<file path="src/rtl/uart_tx_queue.sv">
// Byte FIFO feeding an 8N1 serial transmitter, MSB first, idle-high line.
// Each bit period lasts CLKS_PER_BIT clocks; tx is driven straight from a flop.
module uart_tx_queue #(
    parameter int CLKS_PER_BIT = 1,
    parameter int DEPTH        = 4
) (
    input  logic       clk,
    input  logic       rst,
    input  logic       wr_en,
    input  logic [7:0] wr_data,
    output logic       full,
    output logic       busy,
    output logic       tx
);

    localparam int AW = $clog2(DEPTH);
    localparam int CW = $clog2(CLKS_PER_BIT) + 1;
    localparam logic [CW-1:0] LAST_CNT = CW'(CLKS_PER_BIT - 1);
    localparam logic [AW:0]   DEPTH_C  = DEPTH[AW:0];

    typedef enum logic [1:0] {
        IDLE  = 2'd0,
        START = 2'd1,
        DATA  = 2'd2,
        STOP  = 2'd3
    } state_t;

    state_t        r_state;
    logic [7:0]    r_mem [DEPTH];
    logic [AW-1:0] r_wptr;
    logic [AW-1:0] r_rptr;
    logic [AW:0]   r_count;
    logic [7:0]    r_shift;
    logic [CW-1:0] r_clk_cnt;
    logic [2:0]    r_bit_idx;
    logic          r_tx;

    logic w_full;
    logic w_push;
    logic w_pop;
    logic w_period_done;

    // Acceptance looks at full before any pop in the same cycle.
    assign w_full        = (r_count == DEPTH_C);
    assign w_push        = wr_en && !w_full;
    assign w_pop         = (r_state == IDLE) && (r_count != '0);
    assign w_period_done = (r_clk_cnt == LAST_CNT);

    assign full = w_full;
    assign busy = (r_state != IDLE) || (r_count != '0);
    assign tx   = r_tx;

    always_ff @(posedge clk) begin
        if (rst) begin
            r_wptr  <= '0;
            r_rptr  <= '0;
            r_count <= '0;
        end else begin
            if (w_push) begin
                r_wptr <= r_wptr + 1'b1;
            end
            if (w_pop) begin
                r_rptr <= r_rptr + 1'b1;
            end
            case ({w_push, w_pop})
                2'b10:   r_count <= r_count + 1'b1;
                2'b01:   r_count <= r_count - 1'b1;
                default: r_count <= r_count;
            endcase
        end
    end

    always_ff @(posedge clk) begin
        if (w_push && !rst) begin
            r_mem[r_wptr] <= wr_data;
        end
    end

    always_ff @(posedge clk) begin
        if (rst) begin
            r_state   <= IDLE;
            r_tx      <= 1'b1;
            r_shift   <= '0;
            r_clk_cnt <= '0;
            r_bit_idx <= '0;
        end else begin
            case (r_state)
                IDLE: begin
                    r_tx      <= 1'b1;
                    r_clk_cnt <= '0;
                    if (w_pop) begin
                        r_shift <= r_mem[r_rptr];
                        r_tx    <= 1'b0;
                        r_state <= START;
                    end
                end
                START: begin
                    if (w_period_done) begin
                        r_tx      <= r_shift[7];
                        r_shift   <= {r_shift[6:0], 1'b0};
                        r_clk_cnt <= '0;
                        r_bit_idx <= '0;
                        r_state   <= DATA;
                    end else begin
                        r_clk_cnt <= r_clk_cnt + 1'b1;
                    end
                end
                DATA: begin
                    if (w_period_done) begin
                        r_clk_cnt <= '0;
                        if (r_bit_idx == 3'd7) begin
                            r_tx    <= 1'b1;
                            r_state <= STOP;
                        end else begin
                            r_tx      <= r_shift[7];
                            r_shift   <= {r_shift[6:0], 1'b0};
                            r_bit_idx <= r_bit_idx + 1'b1;
                        end
                    end else begin
                        r_clk_cnt <= r_clk_cnt + 1'b1;
                    end
                end
                STOP: begin
                    if (w_period_done) begin
                        r_clk_cnt <= '0;
                        r_state   <= IDLE;
                    end else begin
                        r_clk_cnt <= r_clk_cnt + 1'b1;
                    end
                end
                default: begin
                    r_tx    <= 1'b1;
                    r_state <= IDLE;
                end
            endcase
        end
    end

endmodule

</file>
<file path="config.mk">
export PLATFORM = sky130hd
export DESIGN_NAME = uart_tx_queue
export DESIGN_NICKNAME = d
export VERILOG_FILES = /design/src/rtl/uart_tx_queue.sv
export SDC_FILE = /design/constraint.sdc
export NUM_CORES = 1
export LEC_CHECK = 0
export ABC_AREA = 1
export ABC_CLOCK_PERIOD_IN_PS = 4700
export BUFFER_PORTS_ARGS = -buffer_cell sky130_fd_sc_hd__buf_2
export CORE_ASPECT_RATIO = 1.1
export CORE_MARGIN = 4
export CORE_UTILIZATION = 50
export CTS_BUF_LIST = sky130_fd_sc_hd__clkbuf_8
export DETAILED_ROUTE_END_ITERATION = 10
export GPL_TIMING_DRIVEN = 0
export PLACE_DENSITY = 0.73
export SYNTH_ARGS = -nofsm -noshare
export SYNTH_HDL_FRONTEND = slang
export SYNTH_SLANG_ARGS = --single-unit
</file>
<file path="constraint.sdc">
create_clock -name clk -period 4.7 [get_ports clk]
set_clock_uncertainty 0.15 [all_clocks]
set_input_delay 0.705 -clock clk [delete_from_list [all_inputs] [get_ports clk]]
set_output_delay 0.705 -clock clk [all_outputs]
set_load 0.01 [all_outputs]
</file>
# ---- Word level (Yosys, flattened, before mapping)
# Memories as Yosys holds them, arrays and structs flattened. A register that Yosys moved wholly into a read port is not among the register bits.
# Index checks and enable logic that the tools add are counted.
dict set report classes {
  eq_ne 13
  n_addsub 6
  reduce_logical 17
  n_mux 27
}
# op n
set op_table {}
lappend op_table {{8-bit two-way mux} 4}
lappend op_table {{8-bit one-hot mux with 3 select lines} 1}
lappend op_table {{2-bit two-way mux} 7}
lappend op_table {{2-bit inequality test, second input constant} 6}
lappend op_table {{3-bit one-hot mux with 2 select lines} 2}
lappend op_table {{5-bit AND reduction} 2}
lappend op_table {{3-bit two-way mux} 3}
lappend op_table {{2-bit one-hot mux with 4 select lines} 1}
lappend op_table {{1-bit two-way mux} 7}
lappend op_table {{3-bit by 1-bit adder with 3-bit output, second input constant} 2}
lappend op_table {{2-bit equality test, second input constant} 3}
lappend op_table {{3-bit equality test, second input constant} 2}
lappend op_table {{2-bit nonzero test} 3}
lappend op_table {{3-bit nonzero test} 2}
lappend op_table {{2-bit by 1-bit adder with 2-bit output, second input constant} 2}
lappend op_table {{2-bit by 1-bit equality test with 1-bit output, second input constant} 2}
lappend op_table {{4-bit AND reduction} 1}
lappend op_table {{1-bit logical AND} 3}
lappend op_table {{1-bit one-hot mux with 3 select lines} 1}
lappend op_table {{3-bit AND reduction} 1}
lappend op_table {{3-bit OR reduction} 1}
lappend op_table {{3-bit by 1-bit subtractor with 3-bit output, second input constant} 1}
lappend op_table {{1-bit zero test} 2}
lappend op_table {{2-bit zero test} 1}
lappend op_table {{other kinds (3)} 3}
dict set report totals {
  out_inout_bits 3
  ram_bits 32
  elab_cells 72
  ff_bits 22
  in_bits 11
  n_memories 1
}
# memory words width rd rd_ports_with_merged_regs wr line_no
set memory_table {}
lappend memory_table {r_mem 4 8 1 1 1 29} ;# logic [7:0] r_mem [DEPTH];

# ---- Depth between registers and ports, before layout
dict set report logic_depth {
  word_depth 6
  depth_mapped 11
  ltp_nobuf 11
}

# ---- Worst setup path after synthesis
# OpenSTA, ideal clock, no wires.
dict set report synth_path {
  path_type {register to register}
  startpoint {register r_state[0]}
  endpoint {register r_count[2]}
  path_buffers 0
  required_time_ns 4.435
  period_less_slack_ns 1.963
  setup_slack_ns 2.737
  setup_ns 0.115
  path_stages_with_launch 11
  arrival_ns 1.698
  cell_sequence {dfxtp_1 inv_1 ha_1 nand2_1 inv_1 ha_1 fa_1 nor2_1 nor2_1 a21oi_1 nor2_1}
}
dict set report synth_between {
  elab_chain_len 4
  elab_cells_between_ends 6
  cone_classes {eq/ne: 2; mux: 1; reduce/logical: 3}
}
# element line_no
set synth_rtl {}
lappend synth_rtl {{start, declared} 28} ;# state_t r_state;
lappend synth_rtl {{start signal, assigned} 81} ;# r_state <= IDLE;
lappend synth_rtl {{start signal, assigned} 94} ;# r_state <= START;
lappend synth_rtl {{start signal, assigned} 103} ;# r_state <= DATA;
lappend synth_rtl {{2-bit zero test *} 46} ;# assign w_pop = (r_state == IDLE) && (r_count != '0);
lappend synth_rtl {{1-bit logical AND *} 46}
lappend synth_rtl {{via w_pop} 40} ;# logic w_pop;
lappend synth_rtl {{2-bit by 1-bit equality test with 1-bit output or 2-bit equality test (tied branches)} 65} ;# case ({w_push, w_pop})
lappend synth_rtl {{3-bit one-hot mux with 2 select lines or 2-bit nonzero test (tied branches)} --}
lappend synth_rtl {{end signal, assigned} 66} ;# 2'b10: r_count <= r_count + 1'b1;
lappend synth_rtl {{end signal, assigned} 67} ;# 2'b01: r_count <= r_count - 1'b1;
lappend synth_rtl {{end signal, assigned} 68} ;# default: r_count <= r_count;
lappend synth_rtl {{end, declared} 32} ;# logic [AW:0] r_count;
# Mark *: on every way through the listed nets, which the timed path passes. The rest lies on a longest branch.
# A chain may end at the register's enable or synchronous reset.

# ---- Worst setup path in the final report
dict set report layout_path {
  startpoint {register r_state[0]}
  endpoint {output busy}
}
dict set report layout_between {
  elab_chain_len 2
}
# element line_no
set layout_rtl {}
lappend layout_rtl {{2-bit nonzero test} 50} ;# assign busy = (r_state != IDLE) || (r_count != '0);
lappend layout_rtl {{1-bit logical OR} 50}
lappend layout_rtl {{end, declared} 12} ;# output logic busy,
# Every way passes these cells.

==> summary.txt <==
Status
  – Status: finished clean

Pwr
  – P per Cell Area: 566 nW/um2
  – Overall power: 1.63 mW
  – Leak: 1.31 nW
  – Worst IR Drop VDD: 0.000272 V

Floorplan
  – Core area: 5030 um2
  – DIE WIDTH: 76.9 um
  – Die ar.: 6450 um2
  – Die Y: 83.8 um
  – Initial core utilization: 51.9%
  – I/O pin count: 14
  – Row count: 27

Timing
  – Worst-Margin Slew: 0.807 ns
  – FMAX: 427 MHz
  – Final Cycle Share: 49.8%
  – RSZ-0062 raised after global routing: no
  – Final setup viols: 0
  – Final TNS setup: 0 ns
  – Worst hold slack: 0.326 ns
  – Final Hold Viols: 0
  – Slew margin rel.: 46.0%
  – Tmin final: 2.34 ns
  – Pins Over Slew Limit: 0

Worst setup path
  – Crit. End Element: output pin
  – Buf/Inv on CP: 3
  – Worst Path Arrival: 1.49 ns
  – Startpoint types: register
  – Crit path largest cell delay: 0.38 ns
  – CP delay by family, top: buffers and inverters
  – WS Path Type: reg -> out
  – Critical Path RT: 3.85 ns
  – Critical path's slowest cell: dfxtp_1
  – Worst-path cell chain: inv_1 > ha_1 > nand3_4 > buf_6 > buf_2
  – CP Max Fanout: 10

Final layout
  – Area of the multi-input gates: 965 um2
  – Register area: 1420 um2
  – Finished Cell Area: 2880 um2
  – Layout cells sized above 1: 14.0%
  – Area grow syn2layout: 10.3%
  – Fin util: 57.3%
  – Fill count: 454
  – Nets@finish: 338
  – Antenna Cells: 0

Clocking
  – Root Driver: clkbuf_8
  – CTS Buf Count: 5
  – Post-CTS Resized: 0
  – CTS tree: done
  – TritonCTS Sinks: 55
  – H-tree lvl count: 2
  – Clock slew at reported path FFs: 0.10 ns
  – Worst-Skew Late Latency: 0.30 ns
  – Hold buffers post-CTS: 0
  – Maximum clock insertion buffer count: 2
  – Number of setup buffers added after CTS: 0

Route
  – Pre-antenna DRT Iters: 4
  – Initial DRC Count: 81
  – Routed length per instance: 12.6 um
  – ANT nets after route: 0
  – Final WL: 4680 um
  – Remaining design rule violation count: 0
  – Vias: 1846
  – Vias/cell: 4.95

Logic synthesis
  – Synth Area per Inst: 8.89 um2
  – Yosys warnings: 0
  – Top cell type's share of synthesized area: 36.8%
  – Post-synth EDFFs: 32
  – Synth area leaders: edfxtp_1 (37%), dfxtp_1 (18%), nand2_1 (11%)
  – Primary FF master, synth: edfxtp_1
  – Post-synthesis cell count: 294
  – Cell Area, Synth: 2610 um2
  – Sequential area share after synthesis: 54.4%
  – Async SR Flop Fraction: 0%
  – Cell taking the most area after synthesis: edfxtp_1
  – FF+latch count, synth: 55
  – Synth Net Count: 318
  – Yosys cell types: 25

Global route
  – Largest net degree at the start of global routing: 17
  – Overflow left after global routing: 0
  – Initial antenna violation count: 0
  – First-pass GRT wire length: 8010 um
  – Vias in the first global route: 1766
  – GRT Util Overall: 15.4%

Placed design
  – Gpl congestion: 0.791
  – Placed cell area: 2750 um2
  – I/O Buffers: 13
  – HPWL after DPL: 3230 um

Worst hold path
  – HP Class: reg -> reg

Flow run
  – # Max-Cap Violations: 0
[routing by layer]
layer | global-route usage [%] | wire, um | part of all wire, % | vias to the layer above
met5 | 0 | 0 | 0 | -
met4 | 5.93 | 36 | 0.77 | 0
met3 | 3.24 | 188 | 4.0 | 4
met2 | 26.6 | 2340 | 50 | 36
met1 | 18.8 | 2120 | 45 | 844
li1 | - | - | - | 962
[synth_stat cells, types with 2 or more instances]
master	count
a21oi_1	8
inv_1	37
nand2_1	75
ha_1	12
nor2_1	53
buf_6	3
nand3_1	20
edfxtp_1	32
nand2_2	8
o21ai_0	7
dfxtp_1	23
a21oi_2	2
buf_4	2
[layout by cell type (no fill, tap or decap), drive strengths merged]
cell type	instances
dfxtp	23
ha	12
nor2	54
edfxtp	32
buf	20
fa	1
clkinv	1
bufinv	2
inv	40
o21ai	8
clkbuf	5
o211a	1
nand3	21
nand2	84
a21oi	11
[registers in the layout, summed over array words and instances, names as in the netlist, named ones only]
| register | flops |
|---|---|
| tx | 1 |
| r_rptr | 2 |
| r_shift | 8 |
| r_mem | 32 |
| r_bit_idx | 3 |
| r_state | 2 |
| r_wptr | 2 |
| r_count | 3 |
[kinds of logic (layout without fill, tap and decap cells)]
logic type	count (synthesis)	after routing	share of synthesized area, %
adders and majority gates	13	13	6.51
AOI/OAI and AO/OA	20	20	4.74
and+or+nand+nor	159	159	25.7
buffers and inverters	47	68	8.71
DFF	55	55	54.4
[path summary, 6_finish.rpt]
check,start,endpoint,slack [ns],depth (start not counted)
setup / recovery,r_state[0],busy,2.36,5
hold / removal,r_bit_idx[2],r_bit_idx[2],0.33,2
setup reg to reg,r_state[0],r_count[2],2.56,10
hold reg to reg,r_bit_idx[2],r_bit_idx[2],0.33,2
[worst register-to-register path: stages, from the launching register on]
cell and delay [ns]:
dfxtp_1 0.38, inv_1 0.11, ha_1 0.28, nand2_1 0.11, inv_1 0.06, ha_1 0.21, fa_1 0.39, nor2_1 0.11
nor2_1 0.06, a21oi_1 0.12, nor2_1 0.06
[per-stage QoR]
stage / cells / setup WS, ns
final: 373 / 2.36
after global routing: 373 / 2.29
after CTS: 373 / 2.34
after detailed placement: 365 / 2.32
after global placement: 365 / 2.35
after floorplan: 294 / 2.74
[where the power goes]
group / total (mW) / switching (mW) / internal [mW] / leakage [nW]
Combinational: 0.644 / 0.405 / 0.239 / 0.762
Sequential: 0.629 / 0.0426 / 0.586 / 0.480
Clock: 0.360 / 0.149 / 0.211 / 0.0695
Total: 1.63 / 0.597 / 1.04 / 1.31
[final cells by class]
| class | count | share of cell area, % |
|---|---|---|
| Buffer | 7 | 2.56 |
| Clock buffer | 5 | 2.39 |
| Clock inverter | 3 | 2.21 |
| Inverter | 40 | 5.34 |
| Multi-Input combinational cell | 192 | 33.4 |
| Sequential cell | 55 | 49.3 |
| Tap cell | 58 | 2.52 |
| Timing Repair Buffer | 13 | 2.26 |
(Power assumes the default switching activity.)
